### src/rtl/clock_time_ctrl.sv
// Sequencing controller for the hour/minute/second counter chain: 1 Hz prescaler,
// pause mode and field-set mode driven by debounced push buttons.
module clock_time_ctrl #(
    parameter int TICK_DIV  = 50000000,
    parameter int BLINK_DIV = 25000000
) (
    input  logic       clk,
    input  logic       glob_rst,
    input  logic       btn_mode,
    input  logic       btn_inc,
    input  logic       btn_pause,
    input  logic       carry_sec_in,
    input  logic       carry_min_in,
    output logic       ce_sec,
    output logic       ce_min,
    output logic       ce_hr,
    output logic [2:0] mode,
    output logic       blink
);

    typedef enum logic [2:0] {
        RUN     = 3'd0,
        PAUSE   = 3'd1,
        SET_HR  = 3'd2,
        SET_MIN = 3'd3,
        SET_SEC = 3'd4
    } state_t;

    localparam int PW = $clog2(TICK_DIV);
    localparam int BW = (BLINK_DIV > 1) ? $clog2(BLINK_DIV) : 1;
    localparam logic [PW-1:0] TICK_LAST  = PW'(TICK_DIV - 1);
    localparam logic [BW-1:0] BLINK_LAST = BW'(BLINK_DIV - 1);

    state_t        state, state_next;
    logic [PW-1:0] prescaler;
    logic [BW-1:0] blink_cnt;
    logic          btn_mode_q, btn_inc_q, btn_pause_q;
    logic          press_mode, press_inc, press_pause;
    logic          tick;
    logic          ce_sec_next, ce_min_next, ce_hr_next;
    logic          set_next, entering_set;

    assign press_mode  = btn_mode  & ~btn_mode_q;
    assign press_inc   = btn_inc   & ~btn_inc_q;
    assign press_pause = btn_pause & ~btn_pause_q;

    assign tick         = (state == RUN) && (prescaler == TICK_LAST);
    assign set_next     = (state_next == SET_HR) || (state_next == SET_MIN) ||
                          (state_next == SET_SEC);
    assign entering_set = set_next && (state_next != state);

    assign mode = state;

    // NOTE: every signal assigned here gets a default first, so no path leaves
    // a value unassigned and no latch is inferred.
    always_comb begin
        state_next  = state;
        ce_sec_next = 1'b0;
        ce_min_next = 1'b0;
        ce_hr_next  = 1'b0;
        unique case (state)
            RUN: begin
                if (press_mode)       state_next = SET_HR;
                else if (press_pause) state_next = PAUSE;
                ce_sec_next = tick;
                ce_min_next = tick & carry_sec_in;
                ce_hr_next  = tick & carry_sec_in & carry_min_in;
            end
            PAUSE: begin
                if (press_mode)       state_next = SET_HR;
                else if (press_pause) state_next = RUN;
            end
            // Increments in set states hit the current field only; the counter wraps itself.
            SET_HR: begin
                if (press_mode) state_next = SET_MIN;
                ce_hr_next = press_inc;
            end
            SET_MIN: begin
                if (press_mode) state_next = SET_SEC;
                ce_min_next = press_inc;
            end
            SET_SEC: begin
                if (press_mode) state_next = RUN;
                ce_sec_next = press_inc;
            end
            default: state_next = RUN;
        endcase
    end

    // NOTE: sequential state uses non-blocking assignments so every register
    // samples the pre-edge values regardless of statement order.
    always_ff @(posedge clk) begin
        if (glob_rst) begin
            state       <= RUN;
            prescaler   <= '0;
            blink_cnt   <= '0;
            blink       <= 1'b0;
            ce_sec      <= 1'b0;
            ce_min      <= 1'b0;
            ce_hr       <= 1'b0;
            // History starts high so a button held through reset is not a press.
            btn_mode_q  <= 1'b1;
            btn_inc_q   <= 1'b1;
            btn_pause_q <= 1'b1;
        end else begin
            state       <= state_next;
            ce_sec      <= ce_sec_next;
            ce_min      <= ce_min_next;
            ce_hr       <= ce_hr_next;
            btn_mode_q  <= btn_mode;
            btn_inc_q   <= btn_inc;
            btn_pause_q <= btn_pause;

            if (state != RUN || tick) prescaler <= '0;
            else                      prescaler <= prescaler + PW'(1);

            if (!set_next) begin
                blink     <= 1'b0;
                blink_cnt <= '0;
            end else if (entering_set) begin
                blink     <= 1'b1;
                blink_cnt <= '0;
            end else if (blink_cnt == BLINK_LAST) begin
                blink     <= ~blink;
                blink_cnt <= '0;
            end else begin
                blink_cnt <= blink_cnt + BW'(1);
            end
        end
    end

endmodule

### config.mk
export PLATFORM = sky130hd
export DESIGN_NAME = clock_time_ctrl
export DESIGN_NICKNAME = d
export VERILOG_FILES = /design/src/rtl/clock_time_ctrl.sv
export SDC_FILE = /design/constraint.sdc
export NUM_CORES = 1
export LEC_CHECK = 0
export BUFFER_PORTS_ARGS = -buffer_cell sky130_fd_sc_hd__buf_4
export CAP_MARGIN = 40
export CELL_PAD_IN_SITES_DETAIL_PLACEMENT = 2
export CELL_PAD_IN_SITES_GLOBAL_PLACEMENT = 2
export CORE_UTILIZATION = 37
export DETAILED_ROUTE_END_ITERATION = 8
export HOLD_SLACK_MARGIN = 0.03
export PLACE_DENSITY_LB_ADDON = 0.3
export SKIP_CTS_REPAIR_TIMING = 1
export SKIP_LAST_GASP = 1
export SLEW_MARGIN = 20
export SYNTH_ARGS = -nofsm -noshare
export SYNTH_HDL_FRONTEND = slang
export SYNTH_SLANG_ARGS = --single-unit
### constraint.sdc
create_clock -name clk -period 2.27 [get_ports clk]
set_input_delay 0 -clock clk [delete_from_list [all_inputs] [get_ports clk]]
set_output_delay 0 -clock clk [all_outputs]
set_load 0.01 [all_outputs]
==> impl_metrics.csv <==
group,metric,value,unit
cells_and_area,seqCellArea,1220,sq um
clock_network,clk_pin_slew,0.07,ns
logic_synthesis,avgSynthCellArea,8.55,sq um
placed_design,placed_cells,432,
global_routing,grt_max_degree,26,
die,die_area,7870,sq um
timing,timing.fmax,0.479,GHz
global_routing,grt_pass1_wl,12.5,mm
cells_and_area,finalCoreUtilization,0.452,
logic_synthesis,synthesis.instances,325,
clock_network,clockRootBuffer,"clkbuf_8",
logic_synthesis,yosys_most_used_dff,"dfxtp_1",
placed_design,gp_congestion,0.736,
die,pin_count,14,
critical_path,crit_fanout,12,
logic_synthesis,synth.area.top_cells,"dfxtp_1, nor2_1, xnor2_1, a21oi_1, nand3_1",
cells_and_area,final_cell_count_no_fill,454,
placed_design,dpl-instance-area,3010,sq um
power_and_ir_drop,leakage,0.996,nW
clock_network,cts.sinks,61,
timing,finalSetupViolCount,0,
die,initial_core_util,0.383,
critical_path,crit_arrival,2.35,ns
logic_synthesis,synthTopCellsByCount,"dfxtp_1, nor2_1, a21oi_1",
drt,vias,2571,
critical_path,worst_setup_path_start_kind,"flop",
logic_synthesis,synth_compound_area_frac,0.122,
timing,tightest_slew,0.621,ns
logic_synthesis,async_flop_share,0,
critical_path,rrSetupSlack,0.18,ns
placed_design,dp_hpwl,5.11,mm
power_and_ir_drop,vdd_ir_drop_max,0.229,mV
die,die_w,88.7,um
clock_network,cts_buffer_depth,2,
logic_synthesis,ys_seq_area_frac,0.439,
logic_synthesis,syn-cell-area,2780,sq um
logic_synthesis,synth_edf_count,0,
logic_synthesis,synth_top_area_cell,"dfxtp_1",
min_path,min_path_cells,4,
logic_synthesis,syn-num-nets,334,
logic_synthesis,ys_ff_latch,61,
timing,timing.final.crit_period,2.09,ns
die,die_h,88.7,um
cells_and_area,final_nets,361,
power_and_ir_drop,p_total,2.12,mW
cells_and_area,drive_gt1_frac,0.135,
cells_and_area,num-fill-cells,814,
logic_synthesis,synth_cell_types,41,
logic_synthesis,synth_top_family_by_area,"simple AND/OR/NAND/NOR gates",
die,core-area,7250,sq um
timing,fin_crit_sh,0.920,
drt,drtIter0Drc,65,
outcome,status,"complete, no violations",
logic_synthesis,synth_top_cell_area_share,0.439,
timing,relSlewSlack,0.585,
power_and_ir_drop,powerDensity,646,nW/um^2
cells_and_area,synthToLayoutAreaGrowth,17.9,%
clock_network,cts_made_buffers,9,
global_routing,grt_overflow_total,0,
timing,hold_viol_final,0,
min_path,min_from,"carry_sec_in",
drt,viasPerCell,5.66,
logic_synthesis,yosys-mux-area-fraction,0.00405,
logic_synthesis,synth-adder-area-share,0.00900,
clock_network,insertion_delay,0.34,ns
logic_synthesis,synth-xor-area-share,0.0819,
critical_path,r2r-end,"prescaler[25]",
drt,drt_wl_total,8.69,mm
clock_network,cts_tree,"done",
cells_and_area,antennaDiodeCount,0,
critical_path,cp-end-kind,"flop",
drt,ant_nets,0,
logic_synthesis,yosys.area_share.simple,0.309,
critical_path,reg2reg_from,"prescaler[5]",
cells_and_area,final_area,3280,sq um
global_routing,antenna_found_initial,0,
critical_path,rr_worst_depth,4,
min_path,min_path_type,"in -> reg",
critical_path,critPathRequiredTime,2.53,ns
drt,drt-pass1-iter-count,4,
cells_and_area,multiInputGateArea,1460,sq um
clock_network,ctsHtreeMaxLevel,3,
min_path,min_to,"ce_min",
drt,wl_per_cell,19.1,um
global_routing,grt.total_usage,0.209,
flow_run,maxCapViolations,0,
die,rows,31,
timing,report.final.slew_viol_count,0,
timing,finClkSkew,0.0137,ns
placed_design,port-buffer-count,13,
drt,route.detailed.drc,0,
global_routing,grt_pass1_vias,2546,
logic_synthesis,yosysMostFrequentCell,"dfxtp_1",
critical_path,crit_type,"reg -> reg",
logic_synthesis,synth_warnings,0,
critical path: stages, from the launching register on:
cell     delay, ns
dfxtp_1       0.43
nand4_2       0.24
or4_4         0.62
or4_1         0.54
a21oi_1       0.18
kinds of logic (layout without fill, tap and decap cells):
family,after synthesis,after routing
xor gates and xnor gates,26,26
AOI/OAI and AO/OA,57,57
DFF,61,61
muxes,1,1
buffers and inverters,24,54
and+or+nand+nor,154,154
adders and majority gates,2,2
per-stage QoR:
step	setup TNS [ns]	hold slack, ns	setup WS (ns)
after floorplan	0	0.107	0.321
after global placement	0	0.195	0.328
after detailed placement	0	0.199	0.260
after CTS	0	-0.151	0.232
after global routing	-0.0854	0.205	-0.0854
final	0	0.188	0.181
report_power, final:
| part | internal, mW | leakage, nW | switching [mW] |
|---|---|---|---|
| logic | 0.0404 | 0.406 | 0.0541 |
| registers | 1.08 | 0.493 | 0.0115 |
| clock network | 0.503 | 0.0974 | 0.427 |
cells in the final DEF (no fill, tap or decap), types with 3 or more instances in the layout:
| cell type | Yosys | layout |
|---|---|---|
| buf_4 | 0 | 23 |
| xnor2_1 | 16 | 16 |
| or3_1 | 8 | 8 |
| nand3_1 | 20 | 20 |
| or2_2 | 3 | 3 |
| or4_1 | 13 | 13 |
| nor4b_1 | 3 | 3 |
| nand4_1 | 16 | 16 |
| inv_1 | 9 | 9 |
| o31ai_1 | 12 | 12 |
| nor3_1 | 5 | 5 |
| xor2_1 | 10 | 10 |
| nor2b_1 | 3 | 3 |
| o21ai_0 | 12 | 12 |
| and4_1 | 7 | 7 |
| nand2_1 | 19 | 19 |
| dlygate4sd3_1 | 0 | 8 |
| nor4_1 | 6 | 6 |
| dfxtp_1 | 61 | 61 |
| or3_2 | 3 | 3 |
| nor2_1 | 38 | 38 |
| a21oi_1 | 24 | 24 |
| clkbuf_8 | 0 | 13 |
registers in the layout (all words and copies together) (netlist names):
name	count
mode	3
blink	1
blink_cnt	25
ce_hr	1
btn_pause_q	1
btn_inc_q	1
prescaler	26
btn_mode_q	1
ce_sec	1
ce_min	1
area by class of cell:
type | count | share of cell area
clock inverter | 1 | 0.00153
timing repair buffer | 31 | 0.0771
inverter | 9 | 0.0103
sequential | 61 | 0.373
multi-input combinational | 240 | 0.446
clock buffer | 13 | 0.0546
tap | 99 | 0.0378
worst max path at each step:
stage / start / endpoint / cells after the start
CTS: prescaler[0] / prescaler[8] / 8
global placement: prescaler[0] / ce_hr / 7
detailed placement: prescaler[5] / prescaler[21] / 4
finish: prescaler[5] / prescaler[25] / 4
floorplan: prescaler[0] / prescaler[24] / 6
global route: prescaler[0] / ce_sec / 7
per-layer routing:
metal  up-vias  track usage  part of all wire
met1      1261        0.241              0.42
met5         -            0                 0
met3        25       0.0364             0.025
met4         0       0.0865             0.028
li1       1242            -                 -
met2        43        0.378              0.53
Note: power is estimated with default switching activity, not from simulation.
